==> src/rtl/control_unit.sv <==
// Multi-cycle microcontroller control unit: FETCH/DECODE/EXEC sequencer with
// opcode decode, registered zero/carry flags and a sticky HALT state.
module control_unit (
  input  logic       clk,
  input  logic       reset,
  input  logic [5:0] Opcode,
  input  logic       zero,
  input  logic       carry,
  output logic       s_inc,
  output logic       s_skip,
  output logic       s_inm,
  output logic       we,
  output logic [2:0] ALUOp,
  output logic       pc_we,
  output logic       ir_we,
  output logic       halted
);

  localparam logic [5:0] OP_J    = 6'b100000;
  localparam logic [5:0] OP_JZ   = 6'b100001;
  localparam logic [5:0] OP_JNZ  = 6'b100010;
  localparam logic [5:0] OP_JC   = 6'b100011;
  localparam logic [5:0] OP_JNC  = 6'b100100;
  localparam logic [5:0] OP_SKZ  = 6'b100101;
  localparam logic [5:0] OP_HALT = 6'b111111;

  typedef enum logic [2:0] {
    INIT   = 3'd0,
    FETCH  = 3'd1,
    DECODE = 3'd2,
    EXEC   = 3'd3,
    HALT   = 3'd4
  } state_t;

  state_t state;
  state_t next_state;
  logic   zf;
  logic   cf;

  // State register
  always_ff @(posedge clk or posedge reset) begin
    if (reset) state <= INIT;
    else       state <= next_state;
  end

  // Flags capture the datapath result only when an ALU op retires
  always_ff @(posedge clk or posedge reset) begin
    if (reset) begin
      zf <= 1'b0;
      cf <= 1'b0;
    end else if (state == EXEC && Opcode[5:4] == 2'b00) begin
      zf <= zero;
      cf <= carry;
    end
  end

  // Next-state and output decode
  always_comb begin
    next_state = state;
    s_inc      = 1'b0;
    s_skip     = 1'b0;
    s_inm      = 1'b0;
    we         = 1'b0;
    ALUOp      = 3'b000;
    pc_we      = 1'b0;
    ir_we      = 1'b0;
    halted     = 1'b0;
    case (state)
      INIT:   next_state = FETCH;
      FETCH: begin
        ir_we      = 1'b1;
        next_state = DECODE;
      end
      DECODE: next_state = EXEC;
      EXEC: begin
        if (Opcode == OP_HALT) begin
          next_state = HALT;
        end else begin
          next_state = FETCH;
          pc_we      = 1'b1;
          s_inc      = 1'b1;
          case (Opcode[5:4])
            2'b00: begin
              we    = 1'b1;
              ALUOp = Opcode[2:0];
            end
            2'b01: begin
              we    = 1'b1;
              s_inm = 1'b1;
            end
            default: begin
              case (Opcode)
                OP_J:    s_inc  = 1'b0;
                OP_JZ:   s_inc  = ~zf;
                OP_JNZ:  s_inc  = zf;
                OP_JC:   s_inc  = ~cf;
                OP_JNC:  s_inc  = cf;
                OP_SKZ:  s_skip = zf;
                default: s_inc  = 1'b1;
              endcase
            end
          endcase
        end
      end
      HALT:    halted     = 1'b1;
      default: next_state = INIT;
    endcase
  end

endmodule

==> config.mk <==
export PLATFORM = sky130hd
export DESIGN_NAME = control_unit
export DESIGN_NICKNAME = d
export VERILOG_FILES = /design/src/rtl/control_unit.sv
export SDC_FILE = /design/constraint.sdc
export NUM_CORES = 1
export LEC_CHECK = 0
export ABC_AREA = 1
export BUFFER_PORTS_ARGS = -buffer_cell sky130_fd_sc_hd__buf_4
export CORE_AREA = 3 3 40 42
export DETAILED_ROUTE_END_ITERATION = 10
export DIE_AREA = 0 0 43 45
export SYNTH_ARGS = -nofsm -noshare
export SYNTH_HDL_FRONTEND = slang
export SYNTH_SLANG_ARGS = --single-unit
==> constraint.sdc <==
create_clock -name clk -period 1.2 [get_ports clk]
set_clock_uncertainty 0.05 [all_clocks]
set_input_delay 0.12 -clock clk [delete_from_list [all_inputs] [get_ports clk]]
set_output_delay 0.12 -clock clk [all_outputs]
set_load 0.03 [all_outputs]
==> results.json, run 1 <==
{
  "dpl_worst_slack_ns": 0.0404,
  "coreArea_sq_um": 1280,
  "rsz0062_at_grt": "true",
  "fin_crit_sh": 1.16,
  "start_util": 0.333,
  "ys_seq_area_frac": 0.292,
  "intPower_uw": 815,
  "postLayoutCellArea_sq_um": 785,
  "worst-setup-path-type": "reg -> out",
  "cp.arrival_ns": 1.22,
  "grt_max_degree": 8,
  "dieWidth_microns": 43,
  "portBuffers": 19,
  "clk_latency_ns": 0.24,
  "viasPerCell": 4.35,
  "syn_area_per_cell_sq_um": 6.48,
  "hp-class": "in -> reg",
  "pwr_density_cell_nw_per_um2": 1910,
  "die_area_sq_um": 1940,
  "drv_cap": 0,
  "grtUsageTotal": 0.134,
  "vias": 505,
  "critPathRequiredTime_ns": 1.03,
  "post-route-util": 0.611,
  "power_frac_seq": 0.188,
  "final_nets": 112,
  "p_sw_frac": 0.456,
  "final_hold_viol_count": 0,
  "finalSetupViolations": 10,
  "clock_sinks": 5,
  "hpwl_microns": 855,
  "worst_slew_pin_slew_ns": 0.180,
  "p_comb_frac": 0.683,
  "drcViolationCount": 0,
  "first_pass_iters": 4,
  "slew_viol_final": 0,
  "crit_path_end_kind": "output pin",
  "critPathMaxStageDelay_ns": 0.39,
  "fillCellCount": 119,
  "power.leakage_uw": 0.000415,
  "switching_power_uw": 684,
  "grt_overflow_total": 0,
  "ios": 20,
  "h-tree-depth": 1,
  "drt_iter0_drc": 9,
  "cts_tree": "done",
  "syn-instance-count": 66,
  "cpMostUsedCell": "inv_2",
  "critPathTopFamily": "flip-flops",
  "crit_fanout": 4,
  "grt_pass1_vias": 495,
  "path_cells": "inv_2 > nand2_4 > a21oi_4 > inv_2 > nor2_4 > buf_6",
  "syn_nets": 76,
  "syn_area_sq_um": 428,
  "yosys_warnings": 0,
  "p_total_uw": 1500,
  "pwr-share-clk": 0.129,
  "period_needed_ns": 1.39,
  "violations": "setup timing",
  "clockRootBuffer": "clkbuf_4",
  "antenna_cells": 0,
  "slew_headroom": 0.880,
  "grt_pass1_wl_microns": 1950,
  "critPathLaunchType": "register",
  "synth_seq_cells": 5,
  "cp_slowest_cell": "dfrtp_1",
  "routed_wl_microns": 1100,
  "place_area_sq_um": 657,
  "outcome": "complete, but fails checks",
  "routedWlPerCell_microns": 9.47,
  "die_h_microns": 45,
  "rows": 13,
  "worst_slack_ns": -0.189,
  "antenna_found_initial": 0,
  "clkTransAtPathRegs_ns": 0.04,
  "fmax_mhz": 720,
  "cts_buffers": 3,
  "gp_congestion": 0.819,
  "setup_tns_ns": -1.52,
  "critPathBufInv": 3,
  "ant_nets": 0,
  "post_synth_num_cell_types": 16,
  "ir_worst_vdd_mv": 1.05,
  "syn2layout_area_growth_pct": 83.3,
  "cts_buffer_depth": 2,
  "drive_gt1_frac": 0.525
}
[area by class of cell]
class | count | area, sq um | area share
inverter | 14 | 53.8 | 0.0686
clock buffer | 4 | 26.3 | 0.0335
tap | 15 | 18.8 | 0.0239
sequential | 5 | 125 | 0.159
multi-input combinational | 47 | 292 | 0.372
timing repair buffer | 31 | 269 | 0.343
[cell usage after synthesis]
cell type | n | area share
o22ai_1 | 1 | 0.015
a21oi_4 | 1 | 0.038
nor2_1 | 10 | 0.088
nand4_1 | 1 | 0.015
dfrtp_1 | 5 | 0.29
nor2_2 | 4 | 0.058
o21ai_1 | 1 | 0.012
inv_1 | 11 | 0.096
a21oi_1 | 1 | 0.012
nor2_8 | 1 | 0.047
clkinv_2 | 1 | 0.012
nand2_1 | 16 | 0.14
nor3_1 | 2 | 0.023
nand2_4 | 2 | 0.053
inv_2 | 2 | 0.018
nand3_1 | 7 | 0.082
[cell usage in the layout, fill, tap and decap left out, drive strengths merged]
cell / count
nor3: 2
nand4: 1
nand3: 7
nor2: 15
a21oi: 2
o22ai: 1
clkbuf: 4
inv: 13
buf: 30
clkinv: 1
dlygate4sd3: 1
o21ai: 1
dfrtp: 5
nand2: 18
[sequential cells by signal, indices dropped and copies added (netlist names)]
name and cells:
zf 1, state 3, cf 1
[worst paths after layout]
check	from	endpoint	slack, ns	cells past startpoint
worst max-delay path	state[2]	s_skip	-0.19	6
worst min-delay path	zero	zf	0.06	3
worst max register to register	state[2]	cf	0.04	7
worst min register to register	zf	zf	0.45	2
max in group asynchronous	reset	state[2]	0.65	3
min in group asynchronous	reset	state[1]	0.29	3
[what timing repair did]
action                                 4_1_cts  5_1_grt
buffers inserted                             3        2
setup endpoints to repair                   10       12
resized for setup                            9        7
gates cloned                                 0        0
hold buffers                                 1        0
pin swaps                                    2        4
endpoints found under the hold margin        5        0
[worst min-delay path: cells and delay by family]
kind / cells / cell delay (ns)
buffers and inverters: 1 / 0.08
and+or+nand+nor: 2 / 0.12
[routing by layer]
metal | vias up | GRT usage | share of wire
met5 | - | 0 | 0
met4 | 0 | 0.0723 | 0.010
met3 | 2 | 0.0438 | 0.061
met2 | 14 | 0.210 | 0.49
met1 | 218 | 0.165 | 0.44
li1 | 271 | - | -
[stage by stage]
stage | hold slack [ns] | instances
after floorplan | -0.151 | 66
after global placement | -0.0205 | 106
after detailed placement | -0.0176 | 106
after CTS | 0.0546 | 114
after global routing | 0.0607 | 116
final | 0.0631 | 116
[logic make-up after synthesis]
logic type,count (synthesis),share of synthesized area
and+or+nand+nor,43,0.506
buffers and inverters,14,0.126
DFF,5,0.292
AOI/OAI and AO/OA,4,0.0760
[power groups by stage]
stage / Combinational (uW) / Sequential, uW / Clock, uW
final: 1020 / 282 / 193
after floorplan: 529 / 277 / 0
after detailed placement: 801 / 282 / 0
after global placement: 803 / 282 / 0
after CTS: 924 / 280 / 205
after global routing: 1100 / 293 / 217
No activity file was read; power rests on OpenSTA's default activity.
==> run 2: changes to the inputs <==
Settings changed: CTS_CLUSTER_SIZE from default to 12.
Clock period 1.2 ns to 1.15 ns, I/O delays scaled along.
==> run 2 against run 1 <==
The run still ends with setup timing left. Final area up 2.4%. Critical path type unchanged. Non-clock buffer count grew 2. Highest routed layer is now met3. Combinational power is 6% higher. Die area is the same. First-iteration DRC count grew 110%. Largest cell class unchanged.
==> results.json, run 2 (same netlist as run 1, synthesis figures left out) <==
{
  "outcome": "complete, but fails checks",
  "violations": "setup timing",
  "final_nets": 114,
  "portBuffers": 19,
  "critPathBufInv": 3,
  "cts_tree": "done",
  "top_regs": "state: 3 flops, cf: 1 flops, zf: 1 flops",
  "path_cells": "nand2_1 > clkinv_2 > nand2_4 > buf_4 > nor3_2 > buf_4",
  "drt_iter0_drc": 19,
  "period_needed_ns": 1.39,
  "antenna_found_initial": 0,
  "hpwl_microns": 849,
  "dieWidth_microns": 43,
  "dpl_worst_slack_ns": -0.0259,
  "worst_slack_ns": -0.237,
  "drive_gt1_frac": 0.544,
  "grt_pass1_vias": 464,
  "gp_congestion": 0.811,
  "drv_cap": 0,
  "rsz0062_at_grt": "true",
  "finalSetupViolations": 12,
  "r2r-start": "state[0]",
  "cpMostUsedCell": "buf_4",
  "ir_worst_vdd_mv": 1.49,
  "final_cell_mix": "buf_4, nand2_1, buf_6, inv_1, nor2_1",
  "cp.arrival_ns": 1.22,
  "r2r_slack_ns": -0.08,
  "drcViolationCount": 0,
  "die_h_microns": 45,
  "clock_sinks": 5,
  "clockRootBuffer": "clkbuf_4",
  "fmax_mhz": 721,
  "grtUsageTotal": 0.131,
  "grt_pass1_wl_microns": 1880,
  "slew_viol_final": 0,
  "hold_start": "zero",
  "hp-class": "in -> reg",
  "clkTransAtPathRegs_ns": 0.04,
  "largest_reg_flops": 3,
  "routed_wl_microns": 1150,
  "slew_headroom": 0.882,
  "cts_buffers": 3,
  "coreArea_sq_um": 1280,
  "start_util": 0.333,
  "place_area_sq_um": 669,
  "viasPerCell": 4.33,
  "crit_fanout": 4,
  "die_area_sq_um": 1940,
  "power.leakage_uw": 0.000425,
  "first_pass_iters": 4,
  "critPathMaxStageDelay_ns": 0.34,
  "critPathLaunchType": "register",
  "final_hold_viol_count": 0,
  "rows": 13,
  "worstHoldPathCells": 3,
  "worst_slew_pin_slew_ns": 0.175,
  "vias": 511,
  "fin_crit_sh": 1.21,
  "final_common_cell": "buf_4",
  "reg2reg_depth": 8,
  "routedWlPerCell_microns": 9.71,
  "crit_path_end_kind": "output pin",
  "clk_latency_ns": 0.24,
  "ant_nets": 0,
  "pwr_density_cell_nw_per_um2": 1960,
  "critPathRequiredTime_ns": 0.99,
  "cp_slowest_cell": "dfrtp_1",
  "h-tree-depth": 1,
  "cts_buffer_depth": 2,
  "postLayoutCellArea_sq_um": 803,
  "top_register": "state",
  "grt_overflow_total": 0,
  "whs_endpoint": "zf",
  "syn2layout_area_growth_pct": 87.7,
  "grt_max_degree": 8,
  "ios": 20,
  "critPathTopFamily": "buffers and inverters",
  "worst-setup-path-type": "reg -> out",
  "antenna_cells": 0,
  "reg2reg_to": "zf"
}
[run 2: cell types whose count changed in the layout (fill, tap and decap cells not counted)]
cell / delta
o21ai_2: +1
o21ai_1: -1
buf_4: +2
[run 2: through the flow]
step | TNS [ns] | util | std cells | power, uW | hold WS [ns]
finish | -2.28 | 0.625 | 118 | 1570 | 0.0607
global route | -3.23 | 0.625 | 118 | 1700 | 0.0559
CTS | -2.09 | 0.596 | 116 | 1530 | 0.0518
detailed placement | -0.0284 | 0.521 | 107 | 1170 | -0.0256
global placement | -0.0259 | 0.521 | 107 | 1160 | -0.0286
floorplan | -0.402 | - | 66 | 849 | -0.156
[run 2: worst max-delay path by stage]
| stage | startpoint | endpoint | slack, ns | cells past startpoint |
|---|---|---|---|---|
| 4_1_cts | state[0] | s_inm | -0.24 | 6 |
| 5_1_grt | state[0] | s_skip | -0.32 | 7 |
| 2_1_floorplan | state[0] | s_skip | -0.14 | 6 |
| 3_5_place_dp | state[2] | s_skip | -0.03 | 6 |
| 3_3_place_gp | state[2] | s_skip | -0.03 | 6 |
| 6_report | state[0] | s_inm | -0.24 | 6 |
[run 2: area by class of cell]
| type | instances | area (sq um) |
|---|---|---|
| fill | 128 | 482 |
| multi-input combinational | 47 | 295 |
| timing repair buffer | 33 | 284 |
| sequential | 5 | 125 |
| inverter | 14 | 53.8 |
| clock buffer | 4 | 26.3 |
| tap | 15 | 18.8 |
[run 2: worst min-delay path, cell delays in order]
cell and delay (ns):
buf_4 0.08, nand3_1 0.06, nand2_1 0.06
[run 2: power by group]
part / internal, uW / total [uW] / switching (uW) / leakage [uW]
sequential: 247 / 296 / 48.3 / 0.0000615
combinational: 480 / 1080 / 599 / 0.000348
clock: 131 / 199 / 67.6 / 0.0000150
total: 858 / 1570 / 715 / 0.000425
[run 2: metal layers]
metal | GRT usage | share of wire | vias up | wire (microns)
li1 | - | - | 279 | -
met1 | 0.176 | 0.45 | 216 | 510
met2 | 0.201 | 0.50 | 16 | 575
met3 | 0.0478 | 0.052 | 0 | 60
met4 | 0.0361 | 0 | 0 | 0
met5 | 0 | 0 | - | 0
[run 2: what timing repair did]
action / in CTS / in global routing
pin swaps: 5 / 4
hold buffers: 1 / 0
hold endpoints to repair: 5 / 0
gates resized for setup: 8 / 8
setup buffers: 5 / 2
setup endpoints to repair: 10 / 13
